### src/rtl/wb_stage_pkg.sv
// Shared encodings for the writeback stage: writeback select, load funct3 codes
// and the control bundle held in the MEM/WB pipeline register.
package wb_stage_pkg;

  typedef enum logic [1:0] {
    WBSEL_ALU  = 2'b00,
    WBSEL_LOAD = 2'b01,
    WBSEL_PC4  = 2'b10,
    WBSEL_IMM  = 2'b11
  } wbsel_e;

  localparam logic [2:0] F3_LB  = 3'b000;
  localparam logic [2:0] F3_LH  = 3'b001;
  localparam logic [2:0] F3_LW  = 3'b010;
  localparam logic [2:0] F3_LBU = 3'b100;
  localparam logic [2:0] F3_LHU = 3'b101;

  localparam logic [4:0] REG_ZERO = 5'd0;

  // Control half of the MEM/WB register; the data word is kept separately
  // because its width is a module parameter.
  typedef struct packed {
    logic       valid;
    logic       fresh;
    logic       regwrite;
    logic       exc;
    logic [4:0] rd;
  } wb_ctrl_t;

  localparam wb_ctrl_t WB_CTRL_RESET = '{valid: 1'b0, fresh: 1'b0, regwrite: 1'b0,
                                         exc: 1'b0, rd: REG_ZERO};

endpackage

### src/rtl/wb_stage_if.sv
// MEM-to-WB bundle plus the register-file write port, forwarding and status
// outputs of the writeback stage.
interface wb_stage_if #(
  parameter int DATA_WIDTH = 32,
  parameter int CNT_WIDTH  = 32
) ();

  logic                  mem_valid;
  logic                  mem_regwrite;
  logic [4:0]            mem_rd;
  logic [1:0]            mem_wbsel;
  logic [2:0]            mem_funct3;
  logic [1:0]            mem_addr_lo;
  logic [DATA_WIDTH-1:0] mem_alu_result;
  logic [DATA_WIDTH-1:0] mem_load_data;
  logic [DATA_WIDTH-1:0] mem_pc4;
  logic [DATA_WIDTH-1:0] mem_imm;
  logic                  stall;
  logic                  flush;

  logic                  rf_we;
  logic [4:0]            rf_rd;
  logic [DATA_WIDTH-1:0] rf_wd;
  logic                  fwd_valid;
  logic [4:0]            fwd_rd;
  logic [DATA_WIDTH-1:0] fwd_data;
  logic                  wb_exc;
  logic [CNT_WIDTH-1:0]  retire_cnt;

  // The pipeline (MEM stage and hazard unit) drives the master side.
  modport master (
    output mem_valid, mem_regwrite, mem_rd, mem_wbsel, mem_funct3, mem_addr_lo,
           mem_alu_result, mem_load_data, mem_pc4, mem_imm, stall, flush,
    input  rf_we, rf_rd, rf_wd, fwd_valid, fwd_rd, fwd_data, wb_exc, retire_cnt
  );

  modport slave (
    input  mem_valid, mem_regwrite, mem_rd, mem_wbsel, mem_funct3, mem_addr_lo,
           mem_alu_result, mem_load_data, mem_pc4, mem_imm, stall, flush,
    output rf_we, rf_rd, rf_wd, fwd_valid, fwd_rd, fwd_data, wb_exc, retire_cnt
  );

endinterface

### src/rtl/wb_stage_load_align.sv
// Load lane extraction with sign/zero extension and misalignment detection.
// Purely combinational; the caller decides whether the instruction is a load.
module load_align
  import wb_stage_pkg::*;
#(
  parameter int DATA_WIDTH = 32
) (
  input  logic [2:0]            funct3,
  input  logic [1:0]            addr_lo,
  input  logic [DATA_WIDTH-1:0] word,
  output logic [DATA_WIDTH-1:0] data,
  output logic                  bad
);

  logic [DATA_WIDTH-1:0] byte_shift;
  logic [DATA_WIDTH-1:0] half_shift;
  logic [7:0]            lane_b;
  logic [15:0]           lane_h;

  assign byte_shift = word >> {addr_lo, 3'b000};
  assign half_shift = word >> {addr_lo[1], 4'b0000};
  assign lane_b     = byte_shift[7:0];
  assign lane_h     = half_shift[15:0];

  // NOTE: every output gets a default before the case so no path leaves it
  // unassigned; otherwise synthesis infers a latch.
  always_comb begin
    data = '0;
    bad  = 1'b0;
    case (funct3)
      F3_LB:  data = {{(DATA_WIDTH-8){lane_b[7]}}, lane_b};
      F3_LBU: data = {{(DATA_WIDTH-8){1'b0}}, lane_b};
      F3_LH: begin
        data = {{(DATA_WIDTH-16){lane_h[15]}}, lane_h};
        bad  = addr_lo[0];
      end
      F3_LHU: begin
        data = {{(DATA_WIDTH-16){1'b0}}, lane_h};
        bad  = addr_lo[0];
      end
      F3_LW: begin
        data = word;
        bad  = (addr_lo != 2'b00);
      end
      default: bad = 1'b1;
    endcase
  end

endmodule

### src/rtl/wb_stage.sv
// Writeback stage: MEM/WB pipeline register, writeback mux, register-file write
// port (one write per instruction), forwarding, load exception and retire count.
module wb_stage
  import wb_stage_pkg::*;
#(
  parameter int DATA_WIDTH = 32,
  parameter int CNT_WIDTH  = 32
) (
  input logic     clk,
  input logic     rst,
  wb_stage_if.slave bus
);

  wbsel_e                wbsel;
  logic [DATA_WIDTH-1:0] load_data;
  logic                  load_bad;
  logic [DATA_WIDTH-1:0] wd_d;
  logic                  exc_d;

  wb_ctrl_t              ctrl_q;
  logic [DATA_WIDTH-1:0] wd_q;
  logic [CNT_WIDTH-1:0]  cnt_q;
  logic                  fwd_ok;
  logic                  retire;

  assign wbsel = wbsel_e'(bus.mem_wbsel);

  load_align #(.DATA_WIDTH(DATA_WIDTH)) u_load_align (
    .funct3  (bus.mem_funct3),
    .addr_lo (bus.mem_addr_lo),
    .word    (bus.mem_load_data),
    .data    (load_data),
    .bad     (load_bad)
  );

  // Writeback value is selected before the register so rf_wd leaves a flop.
  always_comb begin
    wd_d  = bus.mem_alu_result;
    exc_d = 1'b0;
    case (wbsel)
      WBSEL_ALU:  wd_d = bus.mem_alu_result;
      WBSEL_LOAD: begin
        wd_d  = load_data;
        exc_d = load_bad;
      end
      WBSEL_PC4:  wd_d = bus.mem_pc4;
      WBSEL_IMM:  wd_d = bus.mem_imm;
      default:    wd_d = bus.mem_alu_result;
    endcase
  end

  // NOTE: sequential state uses non-blocking assignments so every flop samples
  // the pre-edge values regardless of statement order.
  always_ff @(posedge clk or posedge rst) begin
    if (rst) begin
      ctrl_q <= WB_CTRL_RESET;
      wd_q   <= '0;
    end else if (bus.flush) begin
      ctrl_q.valid <= 1'b0;
      ctrl_q.fresh <= 1'b0;
    end else if (bus.stall) begin
      // Entry stays visible for forwarding but must not write or retire again.
      ctrl_q.fresh <= 1'b0;
    end else begin
      ctrl_q.valid    <= bus.mem_valid;
      ctrl_q.fresh    <= bus.mem_valid;
      ctrl_q.regwrite <= bus.mem_regwrite;
      ctrl_q.exc      <= exc_d;
      ctrl_q.rd       <= bus.mem_rd;
      wd_q            <= wd_d;
    end
  end

  assign retire = ctrl_q.valid & ctrl_q.fresh & ~ctrl_q.exc;

  always_ff @(posedge clk or posedge rst) begin
    if (rst) begin
      cnt_q <= '0;
    end else if (retire) begin
      cnt_q <= cnt_q + 1'b1;
    end
  end

  assign fwd_ok = ctrl_q.valid & ctrl_q.regwrite & (ctrl_q.rd != REG_ZERO) & ~ctrl_q.exc;

  assign bus.rf_we      = fwd_ok & ctrl_q.fresh;
  assign bus.rf_rd      = ctrl_q.rd;
  assign bus.rf_wd      = wd_q;
  assign bus.fwd_valid  = fwd_ok;
  assign bus.fwd_rd     = ctrl_q.rd;
  assign bus.fwd_data   = wd_q;
  assign bus.wb_exc     = ctrl_q.valid & ctrl_q.fresh & ctrl_q.exc;
  assign bus.retire_cnt = cnt_q;

endmodule

### src/flat_wrapper.sv
// flat-port wrapper written by rule: the top's interface ports become plain ports
module wb_stage_flat import wb_stage_pkg::*;
#(
  parameter int DATA_WIDTH = 32,
  parameter int CNT_WIDTH  = 32
)
  (clk, rst, bus_mem_valid, bus_mem_regwrite, bus_mem_rd, bus_mem_wbsel, bus_mem_funct3, bus_mem_addr_lo, bus_mem_alu_result, bus_mem_load_data, bus_mem_pc4, bus_mem_imm, bus_stall, bus_flush, bus_rf_we, bus_rf_rd, bus_rf_wd, bus_fwd_valid, bus_fwd_rd, bus_fwd_data, bus_wb_exc, bus_retire_cnt);
  wb_stage_if #(.DATA_WIDTH(DATA_WIDTH), .CNT_WIDTH(CNT_WIDTH)) bus_i ();
  input logic clk;
  input logic rst;
  input wire logic [$bits(bus_i.mem_valid)-1:0] bus_mem_valid;
  input wire logic [$bits(bus_i.mem_regwrite)-1:0] bus_mem_regwrite;
  input wire logic [$bits(bus_i.mem_rd)-1:0] bus_mem_rd;
  input wire logic [$bits(bus_i.mem_wbsel)-1:0] bus_mem_wbsel;
  input wire logic [$bits(bus_i.mem_funct3)-1:0] bus_mem_funct3;
  input wire logic [$bits(bus_i.mem_addr_lo)-1:0] bus_mem_addr_lo;
  input wire logic [$bits(bus_i.mem_alu_result)-1:0] bus_mem_alu_result;
  input wire logic [$bits(bus_i.mem_load_data)-1:0] bus_mem_load_data;
  input wire logic [$bits(bus_i.mem_pc4)-1:0] bus_mem_pc4;
  input wire logic [$bits(bus_i.mem_imm)-1:0] bus_mem_imm;
  input wire logic [$bits(bus_i.stall)-1:0] bus_stall;
  input wire logic [$bits(bus_i.flush)-1:0] bus_flush;
  output wire logic [$bits(bus_i.rf_we)-1:0] bus_rf_we;
  output wire logic [$bits(bus_i.rf_rd)-1:0] bus_rf_rd;
  output wire logic [$bits(bus_i.rf_wd)-1:0] bus_rf_wd;
  output wire logic [$bits(bus_i.fwd_valid)-1:0] bus_fwd_valid;
  output wire logic [$bits(bus_i.fwd_rd)-1:0] bus_fwd_rd;
  output wire logic [$bits(bus_i.fwd_data)-1:0] bus_fwd_data;
  output wire logic [$bits(bus_i.wb_exc)-1:0] bus_wb_exc;
  output wire logic [$bits(bus_i.retire_cnt)-1:0] bus_retire_cnt;
  assign bus_i.mem_valid = bus_mem_valid;
  assign bus_i.mem_regwrite = bus_mem_regwrite;
  assign bus_i.mem_rd = bus_mem_rd;
  assign bus_i.mem_wbsel = bus_mem_wbsel;
  assign bus_i.mem_funct3 = bus_mem_funct3;
  assign bus_i.mem_addr_lo = bus_mem_addr_lo;
  assign bus_i.mem_alu_result = bus_mem_alu_result;
  assign bus_i.mem_load_data = bus_mem_load_data;
  assign bus_i.mem_pc4 = bus_mem_pc4;
  assign bus_i.mem_imm = bus_mem_imm;
  assign bus_i.stall = bus_stall;
  assign bus_i.flush = bus_flush;
  assign bus_rf_we = bus_i.rf_we;
  assign bus_rf_rd = bus_i.rf_rd;
  assign bus_rf_wd = bus_i.rf_wd;
  assign bus_fwd_valid = bus_i.fwd_valid;
  assign bus_fwd_rd = bus_i.fwd_rd;
  assign bus_fwd_data = bus_i.fwd_data;
  assign bus_wb_exc = bus_i.wb_exc;
  assign bus_retire_cnt = bus_i.retire_cnt;
  wb_stage #(.DATA_WIDTH(DATA_WIDTH), .CNT_WIDTH(CNT_WIDTH)) u_core (.clk(clk), .rst(rst), .bus(bus_i));
endmodule
### config.mk
export PLATFORM = sky130hd
export DESIGN_NAME = wb_stage_flat
export DESIGN_NICKNAME = d
export VERILOG_FILES = /design/src/rtl/wb_stage_pkg.sv /design/src/rtl/wb_stage_if.sv /design/src/rtl/wb_stage_load_align.sv /design/src/rtl/wb_stage.sv /design/src/flat_wrapper.sv
export SDC_FILE = /design/constraint.sdc
export NUM_CORES = 1
export LEC_CHECK = 0
export CAP_MARGIN = 15
export CORE_UTILIZATION = 43
export CTS_CLUSTER_DIAMETER = 50
export DETAILED_ROUTE_END_ITERATION = 10
export GPL_ROUTABILITY_DRIVEN = 0
export GPL_TIMING_DRIVEN = 1
export PLACE_DENSITY = 0.89
export SKIP_LAST_GASP = 1
export SYNTH_ARGS = -nofsm -noshare
export SYNTH_HDL_FRONTEND = slang
export SYNTH_SLANG_ARGS = --single-unit
### constraint.sdc
create_clock -name clk -period 5.5 [get_ports clk]
set_clock_uncertainty 0.1 [all_clocks]
set_input_delay 1.1 -clock clk [delete_from_list [all_inputs] [get_ports clk]]
set_output_delay 1.1 -clock clk [all_outputs]
set_load 0.05 [all_outputs]
# [After elaboration in Yosys (flattened, before gate mapping)]
# Index checks and enable logic that the tools add are counted.
[totals] reg_bits=73 in_bits=146 out_inout_bits=109 elab_cells=42
[classes] add_sub_neg=1 eq_ne=8 n_shift=2 n_mux=7 bitwise_logic=10 n_reduce_logical=7
[ops] op="$pmux W32 S5" count=1
[ops] op="$pmux W32 S4" count=1
[ops] op="$add A32 B1 Y32 const B" count=1
[ops] op="$shr A32 B5 Y16" count=1
[ops] op="$shr A32 B5 Y8" count=1
[ops] op="$and A1 B1 Y1" count=7
[ops] op="$eq A3 B3 Y1 const B" count=2
[ops] op="$reduce_bool A5 Y1" count=1
[ops] op="$eq A2 B2 Y1 const B" count=2
[ops] op="$reduce_or A2 Y1" count=2
[ops] op="$eq A3 B1 Y1 const B" count=1
[ops] op="$eq A3 B2 Y1 const B" count=1
[ops] op="$logic_not A3 Y1" count=1
[ops] op="$mux W1" count=3
[ops] op="$not A1 Y1" count=3
[ops] op="$pmux W1 S3" count=1
[ops] op="$eq A2 B1 Y1 const B" count=1
[ops] op="$logic_not A2 Y1" count=1
[ops] op="$mux W2" count=1
[ops] op="$ne A2 B1 Y1 const B" count=1
[ops] op="$reduce_and A2 Y1" count=1
[ops] op="$reduce_bool A2 Y1" count=1

# [Longest topological paths before layout]
[logic_depth] word_depth=4 depth_mapped=7 ltp_nobuf=5

# [Modules after synthesis]
# From an unflattened synthesis, not the netlist that was laid out.
[hier_totals] cells_unflattened=407 area_unflattened_um2=4964.8
[modules_own_cells] mod="wb_stage" instances=1 cells_per_inst=299 area_per_inst_um2=4066.4 seq_area_each_um2=1826.8
[modules_own_cells] mod="load_align" instances=1 cells_per_inst=108 area_per_inst_um2=898.4 seq_area_each_um2=0.0

# [Least setup slack after synthesis]
# No wires, ideal clock.
[synth_path] kind="register -> output" startpoint="register u_core.ctrl_q[5] (netlist name)" endpoint="output port bus_rf_we" t_arrival_ns=1.858 required_time_ns=4.300 setup_slack_ns=2.442 path_stages_with_launch=4 n_path_buf=0 cell_sequence="dfrtp_1 nand3b_1 a21oi_1 and2_1"
[synth_between] elab_chain_cells=3
[synth_lines] item="start, declared" line="wb_stage.sv:20" rtl="wb_ctrl_t ctrl_q;"
[synth_lines] item="$not A1 Y1" line="wb_stage.sv:84" rtl="assign fwd_ok = ctrl_q.valid & ctrl_q.regwrite & (ctrl_q.rd != REG_ZERO) & ~ctrl_q.exc;"
[synth_lines] item="$and A1 B1 Y1" line="wb_stage.sv:84"
[synth_lines] item="named net bus_fwd_valid" line="flat_wrapper.sv:26" rtl="output wire logic [$bits(bus_i.fwd_valid)-1:0] bus_fwd_valid;"
[synth_lines] item="$and A1 B1 Y1" line="wb_stage.sv:86" rtl="assign bus.rf_we = fwd_ok & ctrl_q.fresh;"
[synth_lines] item="end, declared" line="flat_wrapper.sv:23" rtl="output wire logic [$bits(bus_i.rf_we)-1:0] bus_rf_we;"
# The timed path passes the listed nets, and every way through them passes these cells.

# [Final worst setup path]
[layout_path] startpoint="input port bus_mem_wbsel[0]" endpoint="register u_core.wd_q[12] (netlist: u_core.bus.fwd_data[12])"
[layout_between] elab_chain_cells=2 elab_cells_between_ends=5 cone_classes="eq/ne (3); mux (1); reduce/logical (1)"
[layout_lines] item="start, declared" line="flat_wrapper.sv:14" rtl="input wire logic [$bits(bus_i.mem_wbsel)-1:0] bus_mem_wbsel;"
[layout_lines] item="$eq A2 B2 Y1, or another cell as far along" line="wb_stage.sv:40" rtl="case (wbsel)"
[layout_lines] item="$pmux W32 S4 (*)" line="wb_stage.sv:40"
[layout_lines] item="end signal, assigned" line="wb_stage.sv:70" rtl="wd_q <= wd_d;"
[layout_lines] item="end, declared" line="wb_stage.sv:21" rtl="logic [DATA_WIDTH-1:0] wd_q;"
# Every way passes the cells marked *; elsewhere a longest branch is shown, timed or not.
# A chain may end at the register's enable or synchronous reset.

==> results.sh <==
export IMPL_status="finished, final reports clean"
export IMPL_vias=4692
export IMPL_antennaDiodeCount=0
export IMPL_drv_slew=0
export IMPL_setup_violations=0
export IMPL_pre_cts_slack_ns=1.81
export IMPL_postPlaceCellArea_sq_um=6930
export IMPL_relSlewSlack=0.376
export IMPL_ys_types=58
export IMPL_clk_pin_slew_worst_paths_ns=0.08
export IMPL_synthArstFlopShare=1.00
export IMPL_start_kind="primary input"
export IMPL_synth_edf_count=0
export IMPL_netSwitchingPower_uw=755
export IMPL_syn2layout_area_growth_pct=55.0
export IMPL_fill_cells=822
export IMPL_routedWlPerCell_um=18.7
export IMPL_critPathKind="primary input to register"
export IMPL_fin_area_sq_um=7170
export IMPL_drv_cap=0
export IMPL_grt_pass1_vias=4768
export IMPL_seq_power_share=0.329
export IMPL_r2r_cells=5
export IMPL_timing_rr_end="u_core.bus.retire_cnt[31]"
export IMPL_clock_sinks=73
export IMPL_finalCritPeriodShare=0.618
export IMPL_fp_dieW_um=106
export IMPL_first_pass_iters=5
export IMPL_track_usage=0.280
export IMPL_root_buffer="clkbuf_8"
export IMPL_synth_seq_cells=73
export IMPL_drt_antenna_violating_nets=0
export IMPL_routed_wl_mm=15.9
export IMPL_synth_flop_cell="dfrtp_1"
export IMPL_multiInputGateArea_sq_um=2330
export IMPL_final_layout_size_suffix_gt1_frac=0.0603
export IMPL_grt_max_degree=68
export IMPL_start_util=0.446
export IMPL_drt_iter0_markers=357
export IMPL_switching_share=0.387
export IMPL_antenna_found_initial=0
export IMPL_ys_warn_count=0
export IMPL_cts_tree="done"
export IMPL_min_path_type="register to register"
export IMPL_fin_util=0.691
export IMPL_worst_pin_slew_ns=0.928
export IMPL_netlist_area_sq_um=4630
export IMPL_r2r_setup_slack_ns=3.40
export IMPL_cp_max_fo=24
export IMPL_fin_nets=855
export IMPL_finalHoldViolCount=0
export IMPL_synthTopCellsByArea="dfrtp_1 (39%), buf_4 (7.0%), mux2i_1 (6.5%)"
export IMPL_coreArea_sq_um=10400
export IMPL_cts_made_buffers=9
export IMPL_setup_tns_ns=0
export IMPL_rsz0062_at_grt="no"
export IMPL_synth_seq_area_share=0.395
export IMPL_p_comb_frac=0.406
export IMPL_critPathCaptureType="register"
export IMPL_reg2reg_from="u_core.ctrl_q[5]"
export IMPL_power_leakage_uw=0.00298
export IMPL_holdBufCountCts=0
export IMPL_die_h_um=106
export IMPL_clk_latency_ns=0.35
export IMPL_slowest_stage="clkdlybuf4s50_1"
export IMPL_worstPathArrival_ns=3.56
export IMPL_drcViolationCount=0
export IMPL_seq_area_sq_um=1830
export IMPL_netlist_top_cells_count="dfrtp_1 (73), nand2_1 (63), nor2_1 (54)"
export IMPL_num_io_pins=255
export IMPL_irDropWorstVdd_mv=0.155
export IMPL_setup_slack_ns=2.10
export IMPL_post_cts_buffers=0
export IMPL_yosys_area_top_type="dfrtp_1"
export IMPL_crit_path_start="bus_mem_wbsel[0]"
export IMPL_placementRows=37
export IMPL_pwr_share_clk=0.266
export IMPL_grt_pass1_wl_mm=24.4
export IMPL_clockBufferDepth=2
export IMPL_fmax_ghz=0.294
export IMPL_die_area_sq_um=11200
export IMPL_via_per_inst=5.53
export IMPL_slowest_delay_ns=0.86
export IMPL_synth_top_area_frac=0.395
export IMPL_powerDensity_nw_per_um2=272
export IMPL_synth_most_common_cell="dfrtp_1"
export IMPL_synthCells=509
export IMPL_cts_max_level=3
export IMPL_grt_overflow=0
export IMPL_cts_resized=0
export IMPL_internal_power_uw=1200
export IMPL_endpoint="u_core.bus.fwd_data[12]"
export IMPL_critical_path_cell_chain="clkdlybuf4s50_1, buf_4, and2_1, a221oi_1, o21ai_0"
export IMPL_dp_hpwl_mm=12.6
export IMPL_required_ns=5.66
export IMPL_period_needed_ns=3.40
export IMPL_portBuffers=254
export IMPL_avgSynthCellArea_sq_um=9.09
export IMPL_syn_nets=656
-- worst max-delay path, delay by kind of cell --
family / cells / cell delay, ns
buffers and inverters: 2 / 1.22
AND/OR/NAND/NOR: 1 / 0.77
AO/OA/AOI/OAI: 2 / 0.46
-- routing by layer --
layer  vias to the layer above  global-route usage  wire (um)
met5                         -                   0          0
met4                         0               0.106        541
met3                        36              0.0761       1220
met2                       241               0.514       8350
met1                      2248               0.304       5780
li1                       2167                   -          -
-- final cells by class --
class | instances | share of cell area
Timing Repair Buffer | 258 | 0.358
Inverter | 8 | 0.00436
Clock inverter | 6 | 0.0162
Tap cell | 136 | 0.0237
Multi-Input combinational cell | 358 | 0.325
Sequential cell | 73 | 0.255
Clock buffer | 10 | 0.0178
-- sequential cells by signal (all words and copies together), names as in the netlist --
signal and cells:
u_core.bus.fwd_data 32, u_core.bus.retire_cnt 32, u_core.ctrl_q 4, u_core.bus.fwd_rd 5
-- metrics by stage --
step / hold slack (ns) / total power, uW / instances
final: 0.373 / 1950 / 849
after global routing: 0.404 / 2020 / 849
after CTS: 0.380 / 1960 / 849
after detailed placement: 0.365 / 1440 / 833
after global placement: 0.356 / 1430 / 833
after floorplan: 0.346 / 1160 / 509
-- placed cells by master, fill, tap and decap left out, drive strengths merged, types with 3 or more instances in the layout --
cell type | synthesis | routed
dfrtp | 73 | 73
nand4 | 8 | 8
nor3 | 6 | 6
nand3 | 8 | 8
xor2 | 13 | 13
nand2 | 63 | 63
o211ai | 21 | 21
a2111oi | 4 | 4
mux2i | 30 | 30
and3 | 3 | 3
o21ai | 18 | 18
a21oi | 26 | 26
or2 | 4 | 4
clkdlybuf4s50 | 0 | 253
and4 | 5 | 5
a22oi | 17 | 17
a221oi | 8 | 8
buf | 53 | 5
a32oi | 3 | 3
clkbuf | 17 | 10
clkinv | 0 | 4
o221ai | 5 | 5
inv | 8 | 7
bufinv | 0 | 3
mux2 | 5 | 5
nand2b | 4 | 4
xnor2 | 18 | 18
and2 | 10 | 10
nor2 | 55 | 55
-- how the worst min path moves through the flow --
stage,depth (start not counted),endpoint,slack (ns),start
floorplan,2,u_core.ctrl_q[6],0.35,u_core.ctrl_q[6]
CTS,1,u_core.bus.retire_cnt[31],0.38,u_core.bus.retire_cnt[31]
global route,1,u_core.bus.retire_cnt[31],0.40,u_core.bus.retire_cnt[31]
detailed placement,1,u_core.bus.retire_cnt[31],0.37,u_core.bus.retire_cnt[31]
global placement,1,u_core.bus.retire_cnt[31],0.36,u_core.bus.retire_cnt[31]
finish,1,u_core.bus.retire_cnt[31],0.37,u_core.bus.retire_cnt[31]
-- kinds of logic after synthesis --
family,after synthesis,synth area share
AOI/OAI and AO/OA,113,0.168
buffers and inverters,78,0.101
DFF,73,0.395
muxes,36,0.0820
adders and majority gates,1,0.00270
and+or+nand+nor,177,0.192
xor gates and xnor gates,31,0.0587
-- power by group through the flow --
stage	logic, uW	registers (uW)	clock network (uW)
2_1_floorplan	375	788	0
3_3_place_gp	777	649	0
3_5_place_dp	792	651	0
4_1_cts	794	641	524
5_1_grt	824	647	548
6_report	792	641	518
Note: power is estimated with default switching activity, not from simulation.
